$ cat config.mk
export PLATFORM = sky130hd
export DESIGN_NAME = spi_peripheral_oversampled_flat
export DESIGN_NICKNAME = d
export VERILOG_FILES = /design/src/rtl/spi_peripheral_oversampled_if.sv /design/src/rtl/spi_peripheral_oversampled.sv /design/src/flat_wrapper.sv
export SDC_FILE = /design/constraint.sdc
export NUM_CORES = 1
export LEC_CHECK = 0
export BUFFER_PORTS_ARGS = -buffer_cell sky130_fd_sc_hd__clkbuf_2
export CAP_MARGIN = 20
export CORE_ASPECT_RATIO = 0.6
export CORE_MARGIN = 1
export CORE_UTILIZATION = 55
export DETAILED_ROUTE_END_ITERATION = 8
export GPL_TIMING_DRIVEN = 0
export PLACE_DENSITY = 0.82
export SLEW_MARGIN = 20
export SYNTH_ARGS = -nofsm -noshare
export SYNTH_HDL_FRONTEND = slang
export SYNTH_SLANG_ARGS = --single-unit
$ cat constraint.sdc
create_clock -name clock_in -period 1.8 [get_ports clock_in]
set_input_delay 0.36 -clock clock_in [delete_from_list [all_inputs] [get_ports clock_in]]
set_output_delay 0.36 -clock clock_in [all_outputs]
set_load 0.01 [all_outputs]
$ cat src/rtl/spi_peripheral_oversampled_if.sv
// Pin-side and selector-side signals of the oversampled SPI target.
// The slave modport is the target's view; master is the host/selector side.
interface spi_peripheral_oversampled_if;
  logic       spi_select_in;
  logic       spi_clock_in;
  logic       spi_data_in;
  logic       spi_data_out;
  logic [7:0] address_out;
  logic       address_out_valid;
  logic [7:0] data_out;
  logic       data_out_valid;
  logic [7:0] peripheral_data_in;
  logic       peripheral_data_in_valid;

  modport slave (
    input  spi_select_in, spi_clock_in, spi_data_in,
    input  peripheral_data_in, peripheral_data_in_valid,
    output spi_data_out, address_out, address_out_valid,
    output data_out, data_out_valid
  );

  modport master (
    output spi_select_in, spi_clock_in, spi_data_in,
    output peripheral_data_in, peripheral_data_in_valid,
    input  spi_data_out, address_out, address_out_valid,
    input  data_out, data_out_valid
  );
endinterface

$ cat src/rtl/spi_peripheral_oversampled.sv
// SPI mode-0 target oversampled by clock_in: first byte of a frame is the
// address, later bytes are writes from MOSI while the selector's byte goes out on MISO.
module spi_peripheral_oversampled #(
  parameter int unsigned SYNC_STAGES = 2  // must be >= 2
) (
  input logic                           clock_in,
  input logic                           reset_n_in,
  spi_peripheral_oversampled_if.slave   bus
);

  typedef enum logic [1:0] {IDLE, ADDRESS, DATA} state_e;

  localparam int unsigned LAST = SYNC_STAGES - 1;

  logic [SYNC_STAGES-1:0] cs_sync_q, sck_sync_q, mosi_sync_q, cs_fill_q;
  logic                   cs_prev_q, sck_prev_q, armed_q;

  logic cs_s, sck_s, mosi_s;
  logic cs_rise, cs_fall, sck_rise, sck_fall;

  // NOTE: sequential state is always assigned with <= so every flop samples
  // pre-edge values; blocking here would collapse the synchroniser chains.
  // NOTE: the CS_n chain resets to 1 (deselected) so reset never looks like a
  // frame already in progress; cs_fill_q marks stages that hold real pin data.
  always_ff @(posedge clock_in or negedge reset_n_in) begin
    if (!reset_n_in) begin
      cs_sync_q   <= '1;
      sck_sync_q  <= '0;
      mosi_sync_q <= '0;
      cs_fill_q   <= '0;
      cs_prev_q   <= 1'b1;
      sck_prev_q  <= 1'b0;
      armed_q     <= 1'b0;
    end else begin
      cs_sync_q   <= {cs_sync_q[LAST-1:0],   bus.spi_select_in};
      sck_sync_q  <= {sck_sync_q[LAST-1:0],  bus.spi_clock_in};
      mosi_sync_q <= {mosi_sync_q[LAST-1:0], bus.spi_data_in};
      cs_fill_q   <= {cs_fill_q[LAST-1:0],   1'b1};
      cs_prev_q   <= cs_s;
      sck_prev_q  <= sck_s;
      // A frame may only start after CS_n has genuinely been seen high.
      if (cs_fill_q[LAST] && cs_s) armed_q <= 1'b1;
    end
  end

  assign cs_s     = cs_sync_q[LAST];
  assign sck_s    = sck_sync_q[LAST];
  assign mosi_s   = mosi_sync_q[LAST];
  assign cs_rise  =  cs_s  & ~cs_prev_q;
  assign cs_fall  = ~cs_s  &  cs_prev_q;
  assign sck_rise =  sck_s & ~sck_prev_q;
  assign sck_fall = ~sck_s &  sck_prev_q;

  state_e     state_q;
  logic [2:0] bit_cnt_q;
  logic [7:0] rx_q;
  logic [6:0] tx_q;
  logic [7:0] address_q, data_q;
  logic       address_valid_q, data_valid_q, miso_q;
  logic [7:0] rx_d;

  assign rx_d = {rx_q[6:0], mosi_s};

  always_ff @(posedge clock_in or negedge reset_n_in) begin
    if (!reset_n_in) begin
      state_q         <= IDLE;
      bit_cnt_q       <= '0;
      rx_q            <= '0;
      tx_q            <= '0;
      address_q       <= '0;
      address_valid_q <= 1'b0;
      data_q          <= '0;
      data_valid_q    <= 1'b0;
      miso_q          <= 1'b0;
    end else begin
      data_valid_q <= 1'b0;
      if (cs_rise) begin
        // Deselect beats any SCK edge seen in the same cycle; partial bytes drop.
        state_q         <= IDLE;
        bit_cnt_q       <= '0;
        address_valid_q <= 1'b0;
        miso_q          <= 1'b0;
      end else begin
        case (state_q)
          IDLE: begin
            if (cs_fall && armed_q) begin
              state_q   <= ADDRESS;
              bit_cnt_q <= '0;
            end
          end
          ADDRESS: begin
            if (sck_rise) begin
              rx_q      <= rx_d;
              bit_cnt_q <= bit_cnt_q + 3'd1;
              if (bit_cnt_q == 3'd7) begin
                address_q       <= rx_d;
                address_valid_q <= 1'b1;
                state_q         <= DATA;
              end
            end
          end
          DATA: begin
            if (sck_rise) begin
              rx_q      <= rx_d;
              bit_cnt_q <= bit_cnt_q + 3'd1;
              if (bit_cnt_q == 3'd7) begin
                data_q       <= rx_d;
                data_valid_q <= 1'b1;
              end
            end
            if (sck_fall) begin
              if (bit_cnt_q == 3'd0) begin
                // Byte boundary: load the selector's byte, or zeros if not valid.
                if (bus.peripheral_data_in_valid) begin
                  miso_q <= bus.peripheral_data_in[7];
                  tx_q   <= bus.peripheral_data_in[6:0];
                end else begin
                  miso_q <= 1'b0;
                  tx_q   <= '0;
                end
              end else begin
                miso_q <= tx_q[6];
                tx_q   <= {tx_q[5:0], 1'b0};
              end
            end
          end
          default: state_q <= IDLE;
        endcase
      end
    end
  end

  assign bus.spi_data_out      = miso_q;
  assign bus.address_out       = address_q;
  assign bus.address_out_valid = address_valid_q;
  assign bus.data_out          = data_q;
  assign bus.data_out_valid    = data_valid_q;

endmodule

$ cat src/flat_wrapper.sv
// flat-port wrapper written by rule: the top's interface ports become plain ports
module spi_peripheral_oversampled_flat 
#(
  parameter int unsigned SYNC_STAGES = 2                 
)
  (clock_in, reset_n_in, bus_spi_select_in, bus_spi_clock_in, bus_spi_data_in, bus_peripheral_data_in, bus_peripheral_data_in_valid, bus_spi_data_out, bus_address_out, bus_address_out_valid, bus_data_out, bus_data_out_valid);
  spi_peripheral_oversampled_if bus_i ();
  input logic clock_in;
  input logic reset_n_in;
  input wire logic [$bits(bus_i.spi_select_in)-1:0] bus_spi_select_in;
  input wire logic [$bits(bus_i.spi_clock_in)-1:0] bus_spi_clock_in;
  input wire logic [$bits(bus_i.spi_data_in)-1:0] bus_spi_data_in;
  input wire logic [$bits(bus_i.peripheral_data_in)-1:0] bus_peripheral_data_in;
  input wire logic [$bits(bus_i.peripheral_data_in_valid)-1:0] bus_peripheral_data_in_valid;
  output wire logic [$bits(bus_i.spi_data_out)-1:0] bus_spi_data_out;
  output wire logic [$bits(bus_i.address_out)-1:0] bus_address_out;
  output wire logic [$bits(bus_i.address_out_valid)-1:0] bus_address_out_valid;
  output wire logic [$bits(bus_i.data_out)-1:0] bus_data_out;
  output wire logic [$bits(bus_i.data_out_valid)-1:0] bus_data_out_valid;
  assign bus_i.spi_select_in = bus_spi_select_in;
  assign bus_i.spi_clock_in = bus_spi_clock_in;
  assign bus_i.spi_data_in = bus_spi_data_in;
  assign bus_i.peripheral_data_in = bus_peripheral_data_in;
  assign bus_i.peripheral_data_in_valid = bus_peripheral_data_in_valid;
  assign bus_spi_data_out = bus_i.spi_data_out;
  assign bus_address_out = bus_i.address_out;
  assign bus_address_out_valid = bus_i.address_out_valid;
  assign bus_data_out = bus_i.data_out;
  assign bus_data_out_valid = bus_i.data_out_valid;
  spi_peripheral_oversampled #(.SYNC_STAGES(SYNC_STAGES)) u_core (.clock_in(clock_in), .reset_n_in(reset_n_in), .bus(bus_i));
endmodule
==> run metrics <==
CP startpoint kind=register; Required @ worst endpoint=about 2000 ps; via count=~1.3k; vias in the first global route=1409; Sink Count=49; RR Endpoint=u_core.bit_cnt_q[2]$_DFFE_PN0P_; initial antenna violation count=0; number of port buffers=31; Worst EP arrival=about 1900 ps; Critical Path Start=u_core.state_q[0]$_DFFE_PN0P_; drt pass-1 iters=4; Worst Tran Pin Value=approximately 640 ps; # hold bufs at CTS=0; Synth Area in Adders=roughly 6.0%; number of buffers created by CTS=5; kind of critical path=reg2reg; Setup Skew=6.94 ps; main combinational cell family by area after synthesis=multiplexers; number of DRC markers in iteration 0=100; power density over the cells=1230 nW/um2; Fin Setup TNS=0 ps; fin nets=between 200 and 250; total power=between 2000 and 3000 uW; Synth Area per Inst=about 13 um2; Critical Path End=u_core.bit_cnt_q[2]$_DFFE_PN0P_; Slew Limit Fails=0; top-count cell post-synth=dfrtp_1; Worst-path clk slew=around 100 ps; Finish-stage setup viols=0; Gate Count Post-Synth=around 160; GRT overflow=0; reg2reg start=u_core.state_q[0]$_DFFE_PN0P_; first-pass GRT wire length=6620 um; Final Critical Period=1710 ps; top cells by area, synth=dfrtp_1 (55%), mux2_2 (12%), ha_1 (6.0%), dfstp_2 (3.8%), nand2_1 (3.2%); share of layout cells above drive strength 1=between 30% and 40%; GRT Overall Usage=roughly 22%; via-per-instance ratio=between 5 and 6; CTS tree=yes; antenna-violating nets left=0; worst skew pair latency=310 ps; starting density of the core=60.9%; Post-synth EDFFs=0; Rel. slew slack=approximately 57%; routability cong.=0.783; area grow syn2layout=15.1%; Synth area leader=dfrtp_1; sequential cell area=about 1200 um2; Max Root-Sink Buffers=2; synthesized flop and latch total=49; Worst Reg-to-Reg Cells=5; antenna cells=0; DRC=0; Die W=about 81 um; Multi-input gate area=808 um2; fin crit share=between 90% and 100%; FMAX=roughly 580 MHz; IO Pins=33; wire length per cell=approximately 15 um; post-synthesis xor/xnor area fraction=0%; number of fill cells=approximately 230; chip height=between 40 and 50 um; peak supply drop=677 uV; H-tree depth=2; Synth top area share=approximately 55%; die area=roughly 4000 um2; Synth top cells by count=dfrtp_1 (46), mux2_2 (23), nand2_1 (18); Post-Synthesis Cell Area=approximately 2100 um2; setup slack, reg-to-reg=~89 ps; count of maximum capacitance violations=0; fraction of registers with async set/reset=100%; DRT Wirelength=3790 um; crit end category=register; Yosys warning count=0; unrepaired setup endpoints after global routing=true; Critical Path Fanout Max=5; largest net degree at the start of global routing=50; P_leak=0.00125 uW; Synth Area in Compound Gates=7.27%; post-synthesis simple-gate area fraction=approximately 11%; root buf cell=clkbuf_8; mux cell area share after synthesis=between 10 and 15%; Final Hold Vio Count=0; HPWL after DPL=between 2000 and 3000 um; Core Area=roughly 3400 um2; # rows=16; syn_nets=approximately 190; run status=finished, final reports clean; Synth cell types=31; top_reg_cell synth=dfrtp_1; Hold WC Path Type=in2async; Seq/Total Area, Yosys=around three fifths
## worst max-delay path: stages, from the launching register on
cell and delay [ps]:
dfrtp_1 430, inv_1 120, ha_1 400, a21oi_1 190
o21a_4 170, mux2_4 290
## metal layers
metal	share of wire [%]	vias up	GRT usage (%)
li1	-	621	-
met1	46	656	30.4
met2	46	50	34.9
met3	6.2	7	5.56
met4	1.6	0	8.63
met5	0	-	0
## how the worst min path moves through the flow
stage / endpoint / slack (ps) / depth (start not counted)
CTS: u_core.rx_q[1]$_DFFE_PN0P_ / 110 / 1
finish: u_core.bus.data_out[1]$_DFFE_PN0P_ / 90 / 1
detailed placement: u_core.cs_fill_q[1]$_DFF_PN0_ / 330 / 0
global placement: u_core.mosi_sync_q[1]$_DFF_PN0_ / 330 / 0
global route: u_core.cs_sync_q[0]$_DFF_PN1_ / 120 / 1
floorplan: u_core.armed_q$_DFFE_PN0P_ / 60 / 0
## what timing repair did
| item | CTS | global route |
|---|---|---|
| endpoints found under the setup margin | 0 | 7 |
| setup buffers | 0 | 0 |
| gates resized for setup | 0 | 1 |
## state kept, by name (all words and copies together) (netlist names)
| name | cells |
|---|---|
| u_core.armed_q | 1 |
| u_core.bus.spi_data_out | 1 |
| u_core.bus.address_out_valid | 1 |
| u_core.cs_prev_q | 1 |
| u_core.cs_sync_q | 2 |
| u_core.sck_sync_q | 2 |
| u_core.sck_prev_q | 1 |
| u_core.state_q | 2 |
| u_core.bus.address_out | 8 |
| u_core.mosi_sync_q | 2 |
| u_core.bit_cnt_q | 3 |
| u_core.bus.data_out | 8 |
| u_core.bus.data_out_valid | 1 |
| u_core.rx_q | 7 |
| u_core.tx_q | 7 |
| u_core.cs_fill_q | 2 |
## layout make-up
class,instances,area share (%)
sequential,49,51.3
multi-input combinational,102,33.7
timing repair buffer,31,6.58
clock buffer,5,2.87
tap,45,2.35
clock inverter,3,1.20
buffer,4,1.04
inverter,6,0.939
## logic make-up (layout without fill, tap and decap cells)
logic type                 count (synthesis)  count (layout)
other                                      1               1
AOI/OAI and AO/OA                         23              23
and+or+nand+nor                           42              42
adders and majority gates                 10              10
buffers and inverters                     10              49
DFF                                       49              49
muxes                                     26              26
## layout by cell type (no fill, tap or decap), types with 2 or more instances in the layout
master	synthesis	final
buf_2	2	2
nand2_1	18	18
ha_1	10	9
mux2i_1	2	2
mux2_2	23	23
clkbuf_8	0	5
nand4_4	2	2
a22o_1	2	2
nand2b_1	3	3
dfrtp_1	46	46
nand3_1	3	3
clkbuf_2	0	30
inv_1	6	6
and2b_2	2	2
nor2_1	10	10
dfstp_2	3	3
a21oi_1	8	8
o21ai_0	6	6
## power by group
part / internal [uW] / leakage, uW / switching, uW
registers: 1310 / 0.000628 / 166
clock network: 291 / 0.0000506 / 396
logic: 343 / 0.000572 / 437
total: 1950 / 0.00125 / 999
## stage by stage
step | std cells | hold slack (ps) | setup WS (ps) | instance area (um2) | util, %
detailed placement | 237 | 335 | 114 | 2300 | 67.1
floorplan | 161 | 64.4 | 255 | 2080 | -
CTS | 245 | 114 | 57.3 | 2390 | 70.0
global placement | 237 | 334 | 174 | 2290 | 67.0
global route | 245 | 117 | -4.82 | 2400 | 70.0
finish | 245 | 94.6 | 88.8 | 2400 | 70.0
Note: power is estimated with default switching activity, not from simulation.
